### src/rtl/gearbox_fifo.sv
// Width-converting FIFO: IN_WIDTH writes, OUT_WIDTH first-word-fall-through reads,
// stored as UNIT-wide slots in a circular buffer of DEPTH slots (any DEPTH, not just powers of two).
module gearbox_fifo #(
  parameter int IN_WIDTH     = 64,
  parameter int OUT_WIDTH    = 32,
  parameter int DEPTH        = 16,
  parameter int AFULL_LEVEL  = DEPTH - 2,
  parameter int AEMPTY_LEVEL = 1
) (
  input  logic                         clk,
  input  logic                         rst,
  input  logic                         flush,
  input  logic                         write_en,
  input  logic [IN_WIDTH-1:0]          data_in,
  input  logic                         read_en,
  output logic [OUT_WIDTH-1:0]         data_out,
  output logic                         full,
  output logic                         empty,
  output logic                         almost_full,
  output logic                         almost_empty,
  output logic [$clog2(DEPTH+1)-1:0]   level,
  output logic                         overflow,
  output logic                         underflow
);

  localparam int UNIT  = (IN_WIDTH < OUT_WIDTH) ? IN_WIDTH : OUT_WIDTH;
  localparam int WIDE  = (IN_WIDTH < OUT_WIDTH) ? OUT_WIDTH : IN_WIDTH;
  localparam int WR    = IN_WIDTH / UNIT;
  localparam int RD    = OUT_WIDTH / UNIT;
  localparam int LVL_W = $clog2(DEPTH + 1);
  localparam int PW    = (DEPTH > 1) ? $clog2(DEPTH) : 1;
  localparam int SW    = PW + 1;

  localparam logic [LVL_W-1:0] WR_L    = LVL_W'(WR);
  localparam logic [LVL_W-1:0] RD_L    = LVL_W'(RD);
  localparam logic [LVL_W-1:0] DEPTH_L = LVL_W'(DEPTH);
  localparam logic [LVL_W-1:0] AF_L    = LVL_W'(AFULL_LEVEL);
  localparam logic [LVL_W-1:0] AE_L    = LVL_W'(AEMPTY_LEVEL);
  localparam logic [SW-1:0]    DEPTH_S = SW'(DEPTH);

  if (WIDE % UNIT != 0) begin : g_ratio_chk
    $fatal(1, "gearbox_fifo: wider port width must be a multiple of the narrower one");
  end
  if (DEPTH < WIDE / UNIT) begin : g_depth_chk
    $fatal(1, "gearbox_fifo: DEPTH must hold at least one wide word");
  end

  // base + off never reaches 2*DEPTH, so one conditional subtract wraps it.
  function automatic logic [PW-1:0] slot_idx(input logic [PW-1:0] base, input int unsigned off);
    logic [SW-1:0] sum;
    sum = {1'b0, base} + SW'(off);
    return (sum >= DEPTH_S) ? PW'(sum - DEPTH_S) : PW'(sum);
  endfunction

  logic [UNIT-1:0]  mem_q [DEPTH];
  logic [PW-1:0]    wr_ptr_q, wr_ptr_d;
  logic [PW-1:0]    rd_ptr_q, rd_ptr_d;
  logic [LVL_W-1:0] level_q, level_d;
  logic             ovf_q, ovf_d;
  logic             unf_q, unf_d;
  logic             wr_acc, rd_acc;

  assign full         = (DEPTH_L - level_q) < WR_L;
  assign empty        = level_q < RD_L;
  assign almost_full  = level_q >= AF_L;
  assign almost_empty = level_q <= AE_L;
  assign level        = level_q;
  assign overflow     = ovf_q;
  assign underflow    = unf_q;

  always_comb begin
    wr_acc   = write_en && !full && !flush;
    rd_acc   = read_en && !empty && !flush;
    wr_ptr_d = wr_ptr_q;
    rd_ptr_d = rd_ptr_q;
    level_d  = level_q;
    ovf_d    = ovf_q;
    unf_d    = unf_q;
    if (flush) begin
      wr_ptr_d = '0;
      rd_ptr_d = '0;
      level_d  = '0;
      ovf_d    = 1'b0;
      unf_d    = 1'b0;
    end else begin
      if (wr_acc) wr_ptr_d = slot_idx(wr_ptr_q, WR);
      if (rd_acc) rd_ptr_d = slot_idx(rd_ptr_q, RD);
      level_d = level_q + (wr_acc ? WR_L : '0) - (rd_acc ? RD_L : '0);
      ovf_d   = ovf_q | (write_en & full);
      unf_d   = unf_q | (read_en & empty);
    end
  end

  always_ff @(posedge clk) begin
    if (rst) begin
      wr_ptr_q <= '0;
      rd_ptr_q <= '0;
      level_q  <= '0;
      ovf_q    <= 1'b0;
      unf_q    <= 1'b0;
    end else begin
      wr_ptr_q <= wr_ptr_d;
      rd_ptr_q <= rd_ptr_d;
      level_q  <= level_d;
      ovf_q    <= ovf_d;
      unf_q    <= unf_d;
    end
  end

  // Storage is data only; it is never cleared, only overwritten.
  always_ff @(posedge clk) begin
    if (wr_acc) begin
      for (int i = 0; i < WR; i++) begin
        mem_q[slot_idx(wr_ptr_q, i)] <= data_in[i*UNIT +: UNIT];
      end
    end
  end

  always_comb begin
    data_out = '0;
    if (!empty) begin
      for (int j = 0; j < RD; j++) begin
        data_out[j*UNIT +: UNIT] = mem_q[slot_idx(rd_ptr_q, j)];
      end
    end
  end

endmodule

### config.mk
export PLATFORM = sky130hd
export DESIGN_NAME = gearbox_fifo
export DESIGN_NICKNAME = d
export VERILOG_FILES = /design/src/rtl/gearbox_fifo.sv
export SDC_FILE = /design/constraint.sdc
export NUM_CORES = 1
export LEC_CHECK = 0
export CAP_MARGIN = 10
export CORE_UTILIZATION = 50
export CTS_CLUSTER_DIAMETER = 100
export DETAILED_ROUTE_END_ITERATION = 16
export PLACE_DENSITY_LB_ADDON = 0.2
export SYNTH_ARGS = -nofsm -noshare
export SYNTH_HDL_FRONTEND = slang
export SYNTH_SLANG_ARGS = --single-unit
### constraint.sdc
create_clock -name clk -period 11.9 [get_ports clk]
set_input_delay 1.19 -clock clk [delete_from_list [all_inputs] [get_ports clk]]
set_output_delay 1.19 -clock clk [all_outputs]
set_load 0.01 [all_outputs]
==> results.json, run 1 <==
{
  "drt_pre_antenna_iters": 5,
  "yosys.area_share.adder_pct": 1.02,
  "fmaxAchievable_mhz": 200,
  "ys_ff_latch": 530,
  "asyncSetResetFlopFracSynth_pct": 0,
  "final_net_count": 1112,
  "muxShareOfSynthArea_pct": 17.5,
  "numCtsBuffers": 52,
  "first_global_vias": 9765,
  "cts_buffer_depth": 3,
  "cts_post_setup_buffers_inserted": 0,
  "cp_max_fo": 68,
  "gr-total-overflow": 0,
  "flow.area_growth_from_synthesis_pct": 16.3,
  "avgRoutedWirePerCell_um": 24.1,
  "wire_length_of_the_first_global_routing_pass_um": 58200,
  "startpoint_class_of_the_critical_path": "flip-flop",
  "layout_worst_path_cycle_share_pct": 42.0,
  "detailroute.via_count": 9106,
  "clock_tree.root_cell": "clkbuf_16",
  "syn_nets": 978,
  "irDropWorstVdd_v": 0.000142,
  "via_per_inst": 5.72,
  "antenna_found_initial": 2,
  "synthesis.instances": 893,
  "postRouteAntennaNets": 0,
  "dp_hpwl_um": 19500,
  "mostFrequentLayoutCells": "512 x edfxtp_1, 128 x mux4_2, 111 x clkdlybuf4s50_1",
  "fp-row-count": 73,
  "drtIter0Drc": 642,
  "setup_tns_ps": 0,
  "synth_simple_gate_area_share_pct": 1.20,
  "worst-r2r-setup-slack_ps": 8380,
  "finalCriticalPeriod_ps": 5000,
  "critical_path.reg2reg.startpoint": "level[2]",
  "report.power.total_w": 0.00448,
  "clk_transition_reported_paths_ps": 60,
  "final-hold-violation-count": 0,
  "initial_core_util_pct": 51.0,
  "setup_violations": 0,
  "yosys_most_used_dff": "edfxtp_1",
  "finalClockSkew_ps": 16.6,
  "place.gp.congestion": 0.726,
  "maxSlewHeadroom_pct": 27.2,
  "coreArea_mm2": 0.0399,
  "clkSinkCount": 530,
  "ff2ff_path_depth": 7,
  "synth_sequential_area_ratio_pct": 77.2,
  "synth_top_family_by_area": "multiplexers",
  "yosysUniqueCellTypes": 42,
  "end_kind": "output pin",
  "setup_repair_after_global_routing_missed_its_margin": "no",
  "post_synth_xor_xnor_area_pct": 0.258,
  "tritoncts_clock_tree": "done",
  "cts.hold.buffers_added": 0,
  "global_route.usage.total_pct": 19.1,
  "wirelength_um": 38300,
  "layout.cells.most_common": "edfxtp_1",
  "worst_r2r_endpoint": "mem_q[11][0]",
  "width_of_the_chip_um": 204,
  "grt_max_degree": 69,
  "antenna_cells": 0,
  "tightestPinTransition_ps": 1090,
  "hold_path.class": "reg -> reg",
  "remaining_drc_errors": 0,
  "static-leakage-power_nw": 7.13,
  "synth_edf_count": 512,
  "crit_end": "data_out[29]",
  "power.density_cell_area_mw_per_mm2": 189,
  "num_io_pins": 112,
  "status": "finished clean",
  "cts_resized": 0,
  "io_buffers": 111,
  "max_cap_violations": 0,
  "report.final.slew_viol_count": 0,
  "criticalPathCategory": "reg -> out",
  "post_synth.cell_area_avg_um2": 22.8,
  "die_area_mm2": 0.0416,
  "synth.yosys.warnings": 0,
  "htree_levels": 2,
  "drive_gt1_share_pct": 21.3,
  "die_y_um": 204,
  "clock_insertion_delay_worst_skew_ps": 590,
  "compound_gate_portion_of_the_synthesized_area_pct": 1.52,
  "worst-endpoint-required_ps": 10710,
  "critPathArrivalTime_ps": 3810,
  "netlist_area_mm2": 0.0204
}
## how the worst min path moves through the flow
stage	from	to	slack, ps	cells past startpoint
floorplan	rd_ptr_q[3]	flip-flop	490	2
global placement	underflow	underflow	450	2
detailed placement	underflow	underflow	460	2
CTS	underflow	underflow	480	2
global route	overflow	overflow	530	2
finish	underflow	underflow	470	2
## report_power, final
| group | internal (W) | switching (W) | total, W | leakage (nW) |
|---|---|---|---|---|
| clock network | 0.000894 | 0.000660 | 0.00155 | 0.791 |
| logic | 0.000385 | 0.000399 | 0.000783 | 1.57 |
| registers | 0.00211 | 0.0000354 | 0.00214 | 4.77 |
## cell families (layout without fill, tap and decap cells)
family,Yosys count,count (layout)
compound gates,47,47
xor+xnor,6,6
fa+ha+maj,16,16
buf+inv,55,229
flops,530,530
mux,196,196
simple gates,43,43
## synth_stat cells (2+ instances only)
library cell,n,area share (%)
nor2_1,13,0.24
and4b_1,3,0.15
clkbuf_1,11,0.20
mux2i_1,68,3.3
buf_4,5,0.18
xnor2_1,5,0.21
nand3_1,2,0.049
dfxtp_1,18,1.8
a21oi_1,6,0.15
edfxtp_1,512,75
ha_1,15,0.92
mux4_2,128,14
buf_1,6,0.11
nand2_1,9,0.17
o22ai_1,32,0.98
o31ai_1,2,0.074
inv_1,12,0.22
buf_2,20,0.49
or3_1,2,0.061
and2_1,2,0.061
## stage by stage
stage	cells	instance area [µm²]	utilization [%]	hold WS [ps]	setup slack, ps
after global placement	1498	22100	55.3	453	7400
after detailed placement	1498	22100	55.3	460	7400
after CTS	1592	23700	59.3	478	6770
after floorplan	893	20400	-	490	3530
final	1592	23700	59.3	473	6900
after global routing	1592	23700	59.3	535	6620
## flip-flops by register name, summed over array words and instances, names as in the netlist, named ones only
| register | cells |
|---|---|
| level | 5 |
| mem_q | 512 |
| overflow | 1 |
| rd_ptr_q | 4 |
| underflow | 1 |
| wr_ptr_q | 3 |
## critical path, stage by stage, from the launching register on
cell             delay, ps
dfxtp_4                940
buf_4                  880
mux4_2                 360
mux2i_1                 80
o22ai_1                300
clkdlybuf4s50_1        600
## final cells by class
class | instances | area, µm²
clock buffers | 59 | 1350
fillers | 2842 | 16200
multi-input cells | 308 | 4420
repair buffers | 123 | 1200
inverters | 12 | 45.0
well taps | 525 | 657
clock inverters | 35 | 262
flip-flops and latches | 530 | 15700
## metal layers
layer	global-route usage (%)	vias to the layer above	part of all wire (%)
met3	3.44	49	4.4
li1	-	4045	-
met5	0	-	0.037
met2	31.9	178	51
met1	26.0	4832	43
met4	5.59	2	1.8
Power figures use the tool's default switching activity.
==> inputs of run 2 (changes only) <==
==> constraint.sdc (replaced) <==
create_clock -name clk -period 5.25 [get_ports clk]
set_input_delay 0.525 -clock clk [delete_from_list [all_inputs] [get_ports clk]]
set_output_delay 0.525 -clock clk [all_outputs]
set_load 0.01 [all_outputs]
==> run 2 against run 1 <==
First-iteration DRC count grew 7.6%; register-to-register slack got worse by 6500 ps; highest routed layer unchanged; clock power is 130% higher; final cell count rose by 0.63%; critical endpoint is now data_out[25]; setup slack got worse by 5600 ps; largest power group unchanged; utilization is 0.41 points higher; combinational power increased by 130%; clock-buffer cell count grew 7.
==> results.json, run 2 (synthesis results as in run 1) <==
{
  "clock_insertion_delay_worst_skew_ps": 590,
  "coreArea_mm2": 0.0399,
  "hold_path.class": "reg -> reg",
  "place_inst": 1506,
  "startpoint_class_of_the_critical_path": "flip-flop",
  "drtIter0Drc": 691,
  "gr-total-overflow": 0,
  "final-hold-violation-count": 0,
  "cts_resized": 0,
  "final.fill_count": 2863,
  "antenna_cells": 0,
  "static-leakage-power_nw": 7.20,
  "cp_max_fo": 26,
  "critPathArrivalTime_ps": 3430,
  "status": "finished clean",
  "htree_levels": 2,
  "cts_buffer_depth": 3,
  "setup_violations": 0,
  "maxSlewHeadroom_pct": 27.0,
  "routed-wl-met2_um": 19200,
  "die_y_um": 204,
  "io_buffers": 111,
  "wl_met1_um": 17400,
  "global_route.usage.total_pct": 19.8,
  "clkSinkCount": 530,
  "criticalPathCategory": "reg -> out",
  "drt_pre_antenna_iters": 7,
  "fmaxAchievable_mhz": 253,
  "power.density_cell_area_mw_per_mm2": 430,
  "final-instance-count-excl-fill": 1602,
  "finalClockSkew_ps": 14.1,
  "mostFrequentLayoutCells": "512 x edfxtp_1, 128 x mux4_2, 111 x clkdlybuf4s50_1",
  "clock_tree.root_cell": "clkbuf_16",
  "wl_met3_um": 2200,
  "place_worst_setup_slack_ps": 1830,
  "placedInstanceArea_mm2": 0.0222,
  "via_per_inst": 5.79,
  "postRouteAntennaNets": 0,
  "place.gp.congestion": 0.737,
  "final_net_count": 1121,
  "worst-endpoint-required_ps": 4720,
  "flow.area_growth_from_synthesis_pct": 17.1,
  "initial_core_util_pct": 51.0,
  "layout.cell_area.non_filler_mm2": 0.0238,
  "setup_repair_after_global_routing_missed_its_margin": "no",
  "highest-signal-layer": "met5",
  "layout_worst_path_cycle_share_pct": 75.4,
  "largest_register_ffs": 512,
  "setup_tns_ps": 0,
  "cts.hold.buffers_added": 0,
  "irDropWorstVdd_v": 0.000299,
  "grt_max_degree": 65,
  "dp_hpwl_um": 21700,
  "report.final.slew_viol_count": 0,
  "cts_post_setup_buffers_inserted": 0,
  "wire_length_of_the_first_global_routing_pass_um": 60800,
  "layout_setup_ws_ps": 1290,
  "tightestPinTransition_ps": 1100,
  "antenna_found_initial": 3,
  "tritoncts_clock_tree": "done",
  "largest-register": "mem_q",
  "wirelength_um": 39500,
  "numCtsBuffers": 53,
  "max_cap_violations": 0,
  "end_kind": "output pin",
  "clk_transition_reported_paths_ps": 60,
  "detailroute.via_count": 9273,
  "fp-row-count": 73,
  "avgRoutedWirePerCell_um": 24.7,
  "width_of_the_chip_um": 204,
  "drive_gt1_share_pct": 22.1,
  "layout.cells.most_common": "edfxtp_1",
  "finalCriticalPeriod_ps": 3960,
  "final_util_pct": 59.7,
  "first_global_vias": 9996,
  "remaining_drc_errors": 0,
  "num_io_pins": 112,
  "die_area_mm2": 0.0416
}
## run 2: changes by cell type in the layout (fill, tap and decap cells not counted), sizes merged
cell      previous run  this run
buf                 12        20
inv                 14        13
clkbuf              59        66
clkinvlp             1         3
clkinv              28        22
## run 2: final timing paths
| check | startpoint | depth (start not counted) | to | slack [ps] |
|---|---|---|---|---|
| max reg2reg | level[2] | 7 | mem_q[0][13] | 1860 |
| min | underflow | 2 | underflow | 480 |
| min reg2reg | underflow | 2 | underflow | 480 |
| max | level[2] | 6 | data_out[25] | 1290 |
## run 2: area by class of cell
| cell class | count | area, µm² | area share [%] |
|---|---|---|---|
| sequential | 530 | 15700 | 66.0 |
| multi-input combinational | 308 | 4420 | 18.5 |
| clock buffer | 66 | 1420 | 5.95 |
| timing repair buffer | 131 | 1310 | 5.50 |
| tap | 525 | 657 | 2.75 |
| clock inverter | 30 | 245 | 1.03 |
| inverter | 12 | 45.0 | 0.189 |
## run 2: through the flow
step,hold slack (ps),total power (W)
floorplan,490,0.00591
global placement,458,0.00675
detailed placement,467,0.00676
CTS,485,0.0104
global route,498,0.0107
finish,478,0.0103
## run 2: where the power goes
group / switching [W] / internal (W)
Clock: 0.00153 / 0.00210
Sequential: 0.0000894 / 0.00478
Combinational: 0.000882 / 0.000889
## run 2: worst max-delay path, cell delays in order (launching register included)
cell,delay [ps]
dfxtp_1,420
o31ai_1,500
nand2_1,230
nand2b_2,690
buf_4,340
o22ai_1,120
clkdlybuf4s50_1,530
## run 2: per-layer routing
| metal | global-route usage [%] | vias up |
|---|---|---|
| li1 | - | 4068 |
| met1 | 28.1 | 4895 |
| met2 | 31.5 | 236 |
| met3 | 4.29 | 68 |
| met4 | 4.81 | 6 |
| met5 | 0 | - |
==> inputs of run 3 (changes only) <==
==> constraint.sdc (replaced) <==
create_clock -name clk -period 3.4 [get_ports clk]
set_input_delay 0.34 -clock clk [delete_from_list [all_inputs] [get_ports clk]]
set_output_delay 0.34 -clock clk [all_outputs]
set_load 0.01 [all_outputs]
==> run 3 against run 2 <==
Hold slack got worse by 89 ps; combinational power up 61%; via count decreased by 0.16%; critical endpoint is now data_out[5]; largest cell class unchanged; highest routed layer unchanged.
==> results.json, run 3 (synthesis results as in run 1) <==
{
  "status": "finished clean",
  "final_net_count": 1131,
  "mostFrequentLayoutCells": "512 x edfxtp_1, 128 x mux4_2, 111 x clkdlybuf4s50_1",
  "dp_hpwl_um": 21700,
  "static-leakage-power_nw": 7.37,
  "fmaxAchievable_mhz": 308,
  "layout_worst_path_cycle_share_pct": 95.4,
  "io_buffers": 111,
  "largest_register_ffs": 512,
  "width_of_the_chip_um": 204,
  "finalClockSkew_ps": 19.2,
  "wirelength_um": 38400,
  "die_y_um": 204,
  "fp-row-count": 73,
  "final.fill_count": 2838,
  "place.gp.congestion": 0.720,
  "global_route.usage.total_pct": 19.3,
  "layout.cells.most_common": "edfxtp_1",
  "avgRoutedWirePerCell_um": 23.8,
  "antenna_cells": 0,
  "largest-register": "mem_q",
  "cp_max_fo": 28,
  "cts_post_setup_buffers_inserted": 0,
  "drive_gt1_share_pct": 23.7,
  "report.final.slew_viol_count": 0,
  "worstPathCellList": "buf_16 -> mux4_2 -> mux2i_2 -> o22ai_1 -> clkdlybuf4s50_1",
  "tightestPinTransition_ps": 577,
  "drtIter0Drc": 616,
  "antenna_found_initial": 1,
  "initial_core_util_pct": 51.0,
  "postRouteAntennaNets": 0,
  "cts.hold.buffers_added": 0,
  "setup_violations": 0,
  "htree_levels": 2,
  "max_cap_violations": 0,
  "final-hold-violation-count": 0,
  "numCtsBuffers": 54,
  "wire_length_of_the_first_global_routing_pass_um": 59300,
  "detailroute.via_count": 9258,
  "finalCriticalPeriod_ps": 3250,
  "num_io_pins": 112,
  "power.density_cell_area_mw_per_mm2": 671,
  "drt_pre_antenna_iters": 5,
  "fin_worst_hold_slack_ps": 388,
  "hold_path.class": "in -> reg",
  "gr-total-overflow": 0,
  "setup_repair_after_global_routing_missed_its_margin": "no",
  "cpMaxStageDelayCell": "mux4_2",
  "clkSinkCount": 530,
  "clock_insertion_delay_worst_skew_ps": 600,
  "critPathArrivalTime_ps": 2910,
  "clk_transition_reported_paths_ps": 60,
  "final-instance-count-excl-fill": 1615,
  "cts_buffer_depth": 3,
  "irDropWorstVdd_v": 0.000436,
  "coreArea_mm2": 0.0399,
  "die_area_mm2": 0.0416,
  "worst-endpoint-required_ps": 3060,
  "place_inst": 1515,
  "flow.area_growth_from_synthesis_pct": 19.1,
  "grt_max_degree": 65,
  "startpoint_class_of_the_critical_path": "flip-flop",
  "tritoncts_clock_tree": "done",
  "remaining_drc_errors": 0,
  "criticalPathCategory": "reg -> out",
  "maxSlewHeadroom_pct": 61.3,
  "clock_tree.root_cell": "clkbuf_16",
  "critPathMaxStageDelay_ps": 540,
  "first_global_vias": 9802,
  "end_kind": "output pin",
  "via_per_inst": 5.73,
  "cts_resized": 3
}
## run 3: critical path: cells and delay by family, from the launching register on
kind | cells | cell delay [ps]
AOI/OAI and AO/OA | 1 | 210
buffers and inverters | 2 | 790
DFF | 1 | 510
muxes | 2 | 800
## run 3: power by group
group          internal, W  switching [W]  leakage [nW]
Combinational      0.00145        0.00140          1.73
Sequential         0.00739      0.0000975          4.77
Clock              0.00357        0.00236         0.869
Total               0.0124        0.00386          7.37
## run 3: path summary, 6_finish.rpt
check             depth (start not counted)           to  slack (ps)  startpoint
setup / recovery                          5  data_out[5]         150   flip-flop
hold / removal                            3     overflow         390    write_en
setup reg to reg                         12     level[3]         500    level[1]
hold reg to reg                           2    underflow         470   underflow
## run 3: layout make-up
cell class / count / area, µm² / share of cell area (%)
multi-input combinational: 308 / 4460 / 18.4
timing repair buffer: 140 / 1540 / 6.35
tap: 525 / 657 / 2.71
clock inverter: 26 / 317 / 1.31
sequential: 530 / 15800 / 65.0
clock buffer: 74 / 1480 / 6.09
inverter: 12 / 47.5 / 0.196
## run 3: layer usage
| layer | global-route usage, % | wire [µm] |
|---|---|---|
| met1 | 27.5 | 17000 |
| met2 | 31.1 | 18800 |
| met3 | 3.51 | 1910 |
| met4 | 5.13 | 665 |
| met5 | 0 | 13 |
## run 3: through the flow
step | utilization, % | total power, W | TNS, ps | setup slack (ps) | area, µm²
detailed placement | 56.2 | 0.0105 | 0 | 480 | 22400
global placement | 56.2 | 0.0105 | 0 | 545 | 22400
floorplan | - | 0.00915 | -25320 | -396 | 20400
global route | 60.8 | 0.0169 | 0 | 5.16 | 24300
CTS | 60.7 | 0.0164 | 0 | 59.1 | 24200
finish | 60.8 | 0.0163 | 0 | 155 | 24300
